===== config.mk =====
export PLATFORM = sky130hd
export DESIGN_NAME = cdb_arbiter
export DESIGN_NICKNAME = d
export VERILOG_FILES = /design/src/rtl/cdb_arbiter_pkg.sv /design/src/rtl/cdb_src_fifo.sv /design/src/rtl/cdb_arbiter.sv
export SDC_FILE = /design/constraint.sdc
export NUM_CORES = 1
export LEC_CHECK = 0
export BUFFER_PORTS_ARGS = -buffer_cell sky130_fd_sc_hd__buf_2
export CAP_MARGIN = 20
export CORE_ASPECT_RATIO = 2
export CORE_MARGIN = 8
export CORE_UTILIZATION = 43
export CTS_CLUSTER_DIAMETER = 30
export DETAILED_ROUTE_END_ITERATION = 7
export GPL_ROUTABILITY_DRIVEN = 0
export PLACE_DENSITY = 0.68
export SYNTH_ARGS = -nofsm -noshare
export SYNTH_HDL_FRONTEND = slang
export SYNTH_SLANG_ARGS = --single-unit

===== constraint.sdc =====
create_clock -name clk -period 3.2 [get_ports clk]
set_clock_uncertainty 0.2 [all_clocks]
set_input_delay 0.64 -clock clk [delete_from_list [all_inputs] [get_ports clk]]
set_output_delay 0.64 -clock clk [all_outputs]
set_load 0.01 [all_outputs]

===== src/rtl/cdb_arbiter_pkg.sv =====
// Shared constants for the CDB writeback arbiter.
//   CDB_XLEN        : datapath width
//   ROB_SIZE_WIDTH  : ROB id width
//   CDB_FIFO_DEPTH  : default skid FIFO depth per source
//   CDB_SRC_ALU/MEM : encoding of the cdb_src field
package cdb_arbiter_pkg;

    localparam int unsigned CDB_XLEN       = 32;
    localparam int unsigned ROB_SIZE_WIDTH = 5;
    localparam int unsigned CDB_FIFO_DEPTH = 2;

    localparam logic CDB_SRC_ALU = 1'b0;
    localparam logic CDB_SRC_MEM = 1'b1;

endpackage


===== src/rtl/cdb_src_fifo.sv =====
// Per-source skid FIFO holding results that could not be broadcast yet.
//   clk, rst_n   : clock, async active-low reset
//   en           : global enable; low freezes all state
//   clr          : synchronous clear (flush), wins over push/pop
//   push, push_* : enqueue one result (dropped when full)
//   pop          : dequeue the head entry
//   head_*_c     : head entry, combinational from state
//   count        : number of stored entries, 0..DEPTH
//   full_c       : count == DEPTH
module cdb_src_fifo
    import cdb_arbiter_pkg::*;
#(
    parameter int unsigned DEPTH = CDB_FIFO_DEPTH,
    parameter int unsigned XLEN  = CDB_XLEN,
    parameter int unsigned ID_W  = ROB_SIZE_WIDTH
) (
    input  logic                       clk,
    input  logic                       rst_n,
    input  logic                       en,
    input  logic                       clr,
    input  logic                       push,
    input  logic [ID_W-1:0]            push_id,
    input  logic [XLEN-1:0]            push_val,
    input  logic                       pop,
    output logic [ID_W-1:0]            head_id_c,
    output logic [XLEN-1:0]            head_val_c,
    output logic [$clog2(DEPTH+1)-1:0] count,
    output logic                       full_c
);

    localparam int unsigned PTR_W = $clog2(DEPTH);
    localparam int unsigned CNT_W = $clog2(DEPTH + 1);

    logic [ID_W-1:0]  id_mem  [DEPTH];
    logic [XLEN-1:0]  val_mem [DEPTH];
    logic [PTR_W-1:0] head;
    logic [PTR_W-1:0] tail;
    logic             do_push;
    logic             do_pop;

    assign full_c     = (count == CNT_W'(DEPTH));
    assign do_push    = en && !clr && push && !full_c;
    assign do_pop     = en && !clr && pop && (count != '0);
    assign head_id_c  = id_mem[head];
    assign head_val_c = val_mem[head];

    // Pointers and occupancy; pointers wrap naturally since DEPTH is a power of two.
    always_ff @(posedge clk or negedge rst_n) begin
        if (!rst_n) begin
            head  <= '0;
            tail  <= '0;
            count <= '0;
        end else if (en) begin
            if (clr) begin
                head  <= '0;
                tail  <= '0;
                count <= '0;
            end else begin
                if (do_push) tail <= tail + PTR_W'(1);
                if (do_pop)  head <= head + PTR_W'(1);
                case ({do_push, do_pop})
                    2'b10:   count <= count + CNT_W'(1);
                    2'b01:   count <= count - CNT_W'(1);
                    default: ;
                endcase
            end
        end
    end

    // Payload storage; contents are only meaningful below count, so no reset.
    always_ff @(posedge clk) begin
        if (do_push) begin
            id_mem[tail]  <= push_id;
            val_mem[tail] <= push_val;
        end
    end

endmodule


===== src/rtl/cdb_arbiter.sv =====
// Round-robin arbiter merging ALU and memory results onto one registered CDB.
//   clk, rst_n              : clock, async active-low reset
//   rdy                     : global enable; low freezes all state
//   flush                   : discard all pending results
//   alu_ready/alu_res/alu_id: ALU result input
//   mem_data_ready/mem_data/mem_id : load result input
//   alu_full, mem_full      : source FIFO full (combinational from state)
//   cdb_valid/id/val/src    : registered broadcast, src 0 = ALU, 1 = memory
module cdb_arbiter
    import cdb_arbiter_pkg::*;
#(
    parameter int unsigned XLEN  = CDB_XLEN,
    parameter int unsigned ID_W  = ROB_SIZE_WIDTH,
    parameter int unsigned DEPTH = CDB_FIFO_DEPTH
) (
    input  logic            clk,
    input  logic            rst_n,
    input  logic            rdy,
    input  logic            flush,
    input  logic            alu_ready,
    input  logic [XLEN-1:0] alu_res,
    input  logic [ID_W-1:0] alu_id,
    input  logic            mem_data_ready,
    input  logic [XLEN-1:0] mem_data,
    input  logic [ID_W-1:0] mem_id,
    output logic            alu_full,
    output logic            mem_full,
    output logic            cdb_valid,
    output logic [ID_W-1:0] cdb_id,
    output logic [XLEN-1:0] cdb_val,
    output logic            cdb_src
);

    localparam int unsigned CNT_W = $clog2(DEPTH + 1);

    logic [CNT_W-1:0] alu_count;
    logic [CNT_W-1:0] mem_count;
    logic [ID_W-1:0]  alu_head_id;
    logic [ID_W-1:0]  mem_head_id;
    logic [XLEN-1:0]  alu_head_val;
    logic [XLEN-1:0]  mem_head_val;
    logic             alu_full_c;
    logic             mem_full_c;

    logic             alu_queued;
    logic             mem_queued;
    logic             alu_cand;
    logic             mem_cand;
    logic [ID_W-1:0]  alu_cand_id;
    logic [ID_W-1:0]  mem_cand_id;
    logic [XLEN-1:0]  alu_cand_val;
    logic [XLEN-1:0]  mem_cand_val;
    logic             grant_alu;
    logic             grant_mem;
    logic             alu_pop;
    logic             mem_pop;
    logic             alu_push;
    logic             mem_push;
    logic             last_grant;

    assign alu_full = alu_full_c;
    assign mem_full = mem_full_c;

    // Candidate selection and round-robin grant; a queued head always beats the live input.
    always_comb begin
        alu_queued   = (alu_count != '0);
        mem_queued   = (mem_count != '0);
        alu_cand     = alu_queued || alu_ready;
        mem_cand     = mem_queued || mem_data_ready;
        alu_cand_id  = alu_queued ? alu_head_id  : alu_id;
        alu_cand_val = alu_queued ? alu_head_val : alu_res;
        mem_cand_id  = mem_queued ? mem_head_id  : mem_id;
        mem_cand_val = mem_queued ? mem_head_val : mem_data;
        grant_alu    = alu_cand && (!mem_cand || (last_grant == CDB_SRC_MEM));
        grant_mem    = mem_cand && !grant_alu;
        alu_pop      = grant_alu && alu_queued;
        mem_pop      = grant_mem && mem_queued;
        // Live input is stored unless it went straight onto the bus this cycle.
        alu_push     = alu_ready && (alu_queued || !grant_alu);
        mem_push     = mem_data_ready && (mem_queued || !grant_mem);
    end

    cdb_src_fifo #(
        .DEPTH (DEPTH),
        .XLEN  (XLEN),
        .ID_W  (ID_W)
    ) u_alu_fifo (
        .clk        (clk),
        .rst_n      (rst_n),
        .en         (rdy),
        .clr        (flush),
        .push       (alu_push),
        .push_id    (alu_id),
        .push_val   (alu_res),
        .pop        (alu_pop),
        .head_id_c  (alu_head_id),
        .head_val_c (alu_head_val),
        .count      (alu_count),
        .full_c     (alu_full_c)
    );

    cdb_src_fifo #(
        .DEPTH (DEPTH),
        .XLEN  (XLEN),
        .ID_W  (ID_W)
    ) u_mem_fifo (
        .clk        (clk),
        .rst_n      (rst_n),
        .en         (rdy),
        .clr        (flush),
        .push       (mem_push),
        .push_id    (mem_id),
        .push_val   (mem_data),
        .pop        (mem_pop),
        .head_id_c  (mem_head_id),
        .head_val_c (mem_head_val),
        .count      (mem_count),
        .full_c     (mem_full_c)
    );

    // Broadcast register and round-robin pointer; flush kills the next broadcast only.
    always_ff @(posedge clk or negedge rst_n) begin
        if (!rst_n) begin
            cdb_valid  <= 1'b0;
            cdb_id     <= '0;
            cdb_val    <= '0;
            cdb_src    <= CDB_SRC_ALU;
            last_grant <= CDB_SRC_MEM;
        end else if (rdy) begin
            if (flush) begin
                cdb_valid <= 1'b0;
            end else if (grant_alu) begin
                cdb_valid  <= 1'b1;
                cdb_id     <= alu_cand_id;
                cdb_val    <= alu_cand_val;
                cdb_src    <= CDB_SRC_ALU;
                last_grant <= CDB_SRC_ALU;
            end else if (grant_mem) begin
                cdb_valid  <= 1'b1;
                cdb_id     <= mem_cand_id;
                cdb_val    <= mem_cand_val;
                cdb_src    <= CDB_SRC_MEM;
                last_grant <= CDB_SRC_MEM;
            end else begin
                cdb_valid <= 1'b0;
            end
        end
    end

    // Producers must hold off while their FIFO is full.
    always @(posedge clk) begin
        if (rst_n && rdy) begin
            assert (!(alu_ready && alu_full_c));
            assert (!(mem_data_ready && mem_full_c));
        end
    end

endmodule


==> impl_metrics.env, run 1 <==
export IMPL_hold_viol_final=0
export IMPL_crit_path_end_kind="output pin"
export IMPL_timing_final_crit_share=0.811
export IMPL_cap_viol_max_count=0
export IMPL_yosys_cell_types_count=38
export IMPL_status="finished, final reports clean"
export IMPL_setup_viol=0
export IMPL_grt_pass1_wl_um=34000
export IMPL_regArea_um2=5650
export IMPL_power_mw=7.53
export IMPL_rows=73
export IMPL_numCtsBuffers=17
export IMPL_leakagePower_nw=3.62
export IMPL_rsz0062_at_grt="no"
export IMPL_wirelength_um=22900
export IMPL_drv_slew=0
export IMPL_grt_max_degree=78
export IMPL_drcViolationCount=0
export IMPL_worstPathArrival_ps=1760
export IMPL_critPathLaunchType="flop"
export IMPL_yosysWarningCount=0
export IMPL_fillers=1762
export IMPL_routedWlPerCell_um=22.1
export IMPL_avgViaCountPerCell=5.51
export IMPL_final_util=0.511
export IMPL_critPathMaxFanout=44
export IMPL_clock_sinks=196
export IMPL_instances_no_fill=1038
export IMPL_dr_first_iter_drc_count=395
export IMPL_ys_async_sr_fraction=0.245
export IMPL_vdd_drop_max_v=0.000389
export IMPL_fmax_ghz=0.385
export IMPL_antenna_found_initial=0
export IMPL_clk_latency_ps=420
export IMPL_criticalPathCategory="flop to output pin"
export IMPL_synth_fp_nets=737
export IMPL_synth_top_area_frac=0.520
export IMPL_die_area_um2=24900
export IMPL_syn_to_final_growth_pct=17.9
export IMPL_synth_edf_count=148
export IMPL_grt_pass1_vias=5935
export IMPL_r2r_start="u_alu_fifo.count[0]"
export IMPL_detail_route_antenna_nets=0
export IMPL_yosysSeqAreaShare=0.661
export IMPL_cts_tree="done"
export IMPL_synth_area_um2=8550
export IMPL_htreeDepth=4
export IMPL_r2r_cells=6
export IMPL_synth_top_area_cell="edfxtp_1"
export IMPL_synthTopCellsByArea="edfxtp_1 (52%), dfrtp_1 (14%), mux2i_1 (9.3%)"
export IMPL_route_vias_total=5723
export IMPL_multiInputGateArea_um2=2610
export IMPL_n_antenna_cell=0
export IMPL_post_cts_resized=0
export IMPL_ctsHoldBuffers=0
export IMPL_placed_cells=1004
export IMPL_root_buffer="clkbuf_16"
export IMPL_post_route_min_period_ps=2600
export IMPL_cts_setup_buffers=0
export IMPL_synth_flop_cell="edfxtp_1"
export IMPL_critPathRequiredTime_ps=2360
export IMPL_syn_inst=657
export IMPL_worstReg2RegEnd="cdb_val[26]"
export IMPL_post_dp_hpwl_um=15900
export IMPL_cellPowerDensity_nw_per_um2=747
export IMPL_hold_class="primary input to async pin"
export IMPL_max_clock_path_buffers=2
export IMPL_dr_pass1_iters=5
export IMPL_nNetsFinal=843
export IMPL_maxSlewHeadroom=0.494
export IMPL_worstMarginPinSlew_ps=760
export IMPL_overflow=0
export IMPL_initial_core_util=0.433
export IMPL_ioPinCount=121
export IMPL_ys_seq_elements=196
export IMPL_avgSynthCellArea_um2=13.0
export IMPL_io_buffers=120
export IMPL_track_usage=0.185
export IMPL_clk_pin_slew_worst_paths_ps=70
export IMPL_die_height_um=215
export IMPL_die_w_um=116
export IMPL_r2r_slack_ps=770
export IMPL_core_um2=19700
export IMPL_drive_gt1_frac=0.247
sequential cells by signal (all words and copies together), names as in the netlist:
| register | cells |
|---|---|
| cdb_valid | 1 |
| u_mem_fifo.head | 1 |
| u_alu_fifo.id_mem | 10 |
| u_alu_fifo.tail | 1 |
| u_alu_fifo.val_mem | 64 |
| last_grant | 1 |
| u_mem_fifo.count | 2 |
| u_mem_fifo.tail | 1 |
| u_alu_fifo.count | 2 |
| cdb_id | 5 |
| u_alu_fifo.head | 1 |
| u_mem_fifo.id_mem | 10 |
| cdb_src | 1 |
| u_mem_fifo.val_mem | 64 |
| cdb_val | 32 |
synth_stat cells, types with 2 or more instances:
cell type,count
nand2_1,43
o21ai_0,36
nor4b_1,38
a21oi_1,77
mux2i_1,79
o21ai_1,7
a31oi_1,2
clkbuf_1,31
inv_1,9
or2_2,2
o211ai_1,3
nand3_1,3
dfrtp_1,47
nor3b_1,2
nor2_1,7
o22ai_1,38
nor3_1,39
nor2b_1,3
buf_1,4
buf_6,5
buf_2,18
edfxtp_1,148
routing by layer:
layer,share of wire,vias up,track usage
met5,0,-,0
met4,0.060,0,0.129
met3,0.040,49,0.0316
met2,0.54,166,0.330
met1,0.36,2769,0.188
li1,-,2739,-
cell usage in the layout, fill, tap and decap left out, types with 4 or more instances in the layout:
| cell | netlist | routed |
|---|---|---|
| nand2_1 | 43 | 43 |
| mux2i_1 | 79 | 79 |
| o21ai_0 | 36 | 36 |
| inv_1 | 9 | 9 |
| clkbuf_16 | 0 | 18 |
| buf_4 | 1 | 21 |
| nor3_1 | 39 | 39 |
| dfrtp_1 | 47 | 45 |
| nor4b_1 | 38 | 38 |
| o22ai_1 | 38 | 38 |
| o21ai_1 | 7 | 7 |
| inv_8 | 0 | 4 |
| edfxtp_1 | 148 | 148 |
| a21oi_1 | 77 | 77 |
| buf_12 | 0 | 6 |
| nor2_4 | 0 | 4 |
| buf_2 | 18 | 120 |
power breakdown:
part           internal [mW]  switching, mW
Combinational          0.819           1.37
Sequential              3.06          0.216
Clock                   1.09          0.968
Total                   4.98           2.55
through the flow:
stage	setup slack, ps	hold WS, ps	TNS (ps)	cell area [um2]
after floorplan	-375	144	-55460	8550
after CTS	548	82.7	0	10000
after detailed placement	357	267	0	9460
final	604	78.9	0	10100
after global placement	380	262	0	9460
after global routing	481	124	0	10100
kinds of logic after synthesis:
| family | share of synthesized area |
|---|---|
| simple gates | 0.0947 |
| flops | 0.661 |
| mux | 0.0938 |
| compound gates | 0.113 |
| buf+inv | 0.0379 |
worst max-delay path: stages, from the launching register on:
cell     delay (ps)
dfrtp_1         360
buf_4           440
nor2b_1         330
buf_2           190
area by class of cell:
type	count	area share
Timing Repair Buffer	147	0.0872
Inverter	9	0.00335
Multi-Input combinational cell	392	0.259
Clock inverter	12	0.0108
Clock buffer	20	0.0464
Sequential cell	196	0.561
Tap cell	262	0.0325
how the worst max path moves through the flow:
stage	from	to	slack, ps	depth (start not counted)
2_1_floorplan	rdy	u_alu_fifo.id_mem[0][0]	-370	4
3_3_place_gp	mem_data_ready	u_alu_fifo.val_mem[0][12]	380	5
3_5_place_dp	mem_data_ready	u_alu_fifo.val_mem[1][21]	360	5
4_1_cts	u_mem_fifo.count[1]	mem_full	550	3
5_1_grt	u_mem_fifo.count[1]	mem_full	480	3
6_report	u_mem_fifo.count[1]	mem_full	600	3
Note: power is estimated with default switching activity, not from simulation.
==> run 2: changes to the inputs <==
==> constraint.sdc (replaced) <==
create_clock -name clk -period 2.1 [get_ports clk]
set_clock_uncertainty 0.2 [all_clocks]
set_input_delay 0.42 -clock clk [delete_from_list [all_inputs] [get_ports clk]]
set_output_delay 0.42 -clock clk [all_outputs]
set_load 0.01 [all_outputs]
==> run 2 against run 1 <==
  * Cell area grew 7.8%
  * Via count grew 8.2%
  * Sequential share of layout area shrank 4.0 points
  * Worst hold slack lost 68 ps
  * Die area is the same
  * Non-clock buffer count grew 69
  * Sequential power grew 51%
  * Global-route usage grew 1.0 points
  * Count of clock-buffer cells in the layout shrank 2
  * Wire length grew 5.9%
  * Flip-flop and latch count is the same
  * Critical endpoint is now alu_full
  * Largest cell class unchanged
==> impl_metrics.env, run 2 (synthesis gave the netlist of run 1 again) <==
export IMPL_leakagePower_nw=3.95
export IMPL_syn_to_final_growth_pct=27.1
export IMPL_overflow=0
export IMPL_clk_pin_slew_worst_paths_ps=70
export IMPL_dr_pass1_iters=5
export IMPL_worstPathArrival_ps=1440
export IMPL_worst_hold_slack_ps=10.6
export IMPL_fin_tns_setup_ps=0
export IMPL_routedWlPerCell_um=21.9
export IMPL_cp_endpoint="alu_full"
export IMPL_r2r_cells=7
export IMPL_htreeDepth=4
export IMPL_reg_largest_list="u_alu_fifo.val_mem x64, u_mem_fifo.val_mem x64, cdb_val x32"
export IMPL_clkPwrFrac=0.264
export IMPL_drcViolationCount=0
export IMPL_intPower_mw=7.68
export IMPL_ioPinCount=121
export IMPL_nNetsFinal=913
export IMPL_final_cell_mix="edfxtp_1 (148), buf_2 (119), mux2i_1 (79), a21oi_1 (77), dlygate4sd3_1 (48)"
export IMPL_post_dp_hpwl_um=16300
export IMPL_die_height_um=215
export IMPL_track_usage=0.195
export IMPL_maxSlewHeadroom=0.544
export IMPL_die_w_um=116
export IMPL_seq_power_share=0.428
export IMPL_wirelength_um=24200
export IMPL_crit_path_end_kind="output pin"
export IMPL_status="finished, final reports clean"
export IMPL_startpoint="u_alu_fifo.count[0]"
export IMPL_initial_core_util=0.433
export IMPL_critPathRequiredTime_ps=1480
export IMPL_fillers=1701
export IMPL_pwr_share_comb=0.308
export IMPL_criticalPathCategory="flop to output pin"
export IMPL_n_antenna_cell=0
export IMPL_grt_pass1_wl_um=36500
export IMPL_fmax_ghz=0.486
export IMPL_detail_route_antenna_nets=0
export IMPL_numCtsBuffers=17
export IMPL_clock_sinks=196
export IMPL_cts_tree="done"
export IMPL_setup_viol=0
export IMPL_critPathLaunchType="flop"
export IMPL_root_buffer="clkbuf_16"
export IMPL_worstMarginPinSlew_ps=683
export IMPL_worstReg2RegEnd="u_alu_fifo.val_mem[0][22]"
export IMPL_rows=73
export IMPL_drv_slew=0
export IMPL_avgViaCountPerCell=5.59
export IMPL_cap_viol_max_count=0
export IMPL_switching_share=0.336
export IMPL_vdd_drop_max_v=0.000620
export IMPL_drive_gt1_frac=0.261
export IMPL_core_um2=19700
export IMPL_hold_viol_final=0
export IMPL_io_buffers=120
export IMPL_max_clock_path_buffers=2
export IMPL_grt_max_degree=41
export IMPL_route_vias_total=6192
export IMPL_antenna_found_initial=1
export IMPL_hold_class="primary input to flop"
export IMPL_r2r_slack_ps=110
export IMPL_r2r_start="u_mem_fifo.count[1]"
export IMPL_dr_first_iter_drc_count=591
export IMPL_switching_power_mw=3.90
export IMPL_cellPowerDensity_nw_per_um2=1070
export IMPL_post_route_min_period_ps=2060
export IMPL_layout_commonest_cell="edfxtp_1"
export IMPL_clk_latency_ps=440
export IMPL_critPathMaxFanout=24
export IMPL_grt_pass1_vias=6475
export IMPL_timing_final_crit_share=0.981
export IMPL_die_area_um2=24900
## run 2: what timing repair did
action | in CTS | in global routing
setup buffers | 0 | 3
pin swaps | 0 | 0
hold buffers | 47 | 1
hold endpoints to repair | 106 | 2
setup endpoints to repair | 2 | 33
resized for setup | 9 | 3
gates cloned | 1 | 1
## run 2: routing by layer
layer	wire [um]	GRT usage	vias up
li1	-	-	2866
met1	8500	0.203	3042
met2	13800	0.367	221
met3	1170	0.0333	61
met4	789	0.0858	2
met5	13	0	-
## run 2: worst min-delay path by stage
stage	from	to	slack, ps	cells past startpoint
after global routing	mem_data[19]	u_mem_fifo.val_mem[1][19]	0.8	1
final	alu_res[11]	u_alu_fifo.val_mem[0][11]	10	1
after detailed placement	rst_n	cdb_id[0]	190	1
after global placement	rst_n	cdb_id[0]	180	1
after CTS	alu_res[11]	u_alu_fifo.val_mem[0][11]	0.2	1
after floorplan	rst_n	cdb_id[0]	-80	0
## run 2: power groups by stage
stage                     Combinational (mW)  Clock (mW)  Sequential [mW]
after floorplan                         1.99           0             5.12
after global placement                  3.39           0             5.02
after detailed placement                3.44           0             5.03
after CTS                               3.54        3.11             4.96
after global routing                    3.86        3.22             5.01
final                                   3.56        3.06             4.96
## run 2: critical path: stages (launching register included)
cell and delay, ps:
dfrtp_2 470, buf_6 200, nor2_2 170, buf_2 160
## run 2: final cells by class
type                       count  area, um2  area share
inverter                       9       33.8     0.00311
tap                          262        328      0.0302
sequential                   196       5650       0.521
multi-input combinational    393       2660       0.245
clock buffer                  18        429      0.0395
clock inverter                14        118      0.0108
timing repair buffer         216       1640       0.151
## run 2: stage by stage
stage	total power [mW]	cells	instance area (um2)	util	worst slack, ps
after floorplan	7.12	657	8630	-	-149
after detailed placement	8.48	1023	9730	0.493	-59.4
after global routing	12.1	1108	10900	0.550	-0.594
after global placement	8.41	1023	9730	0.493	-4.99
after CTS	11.6	1103	10800	0.548	-12.8
final	11.6	1108	10900	0.550	40.3
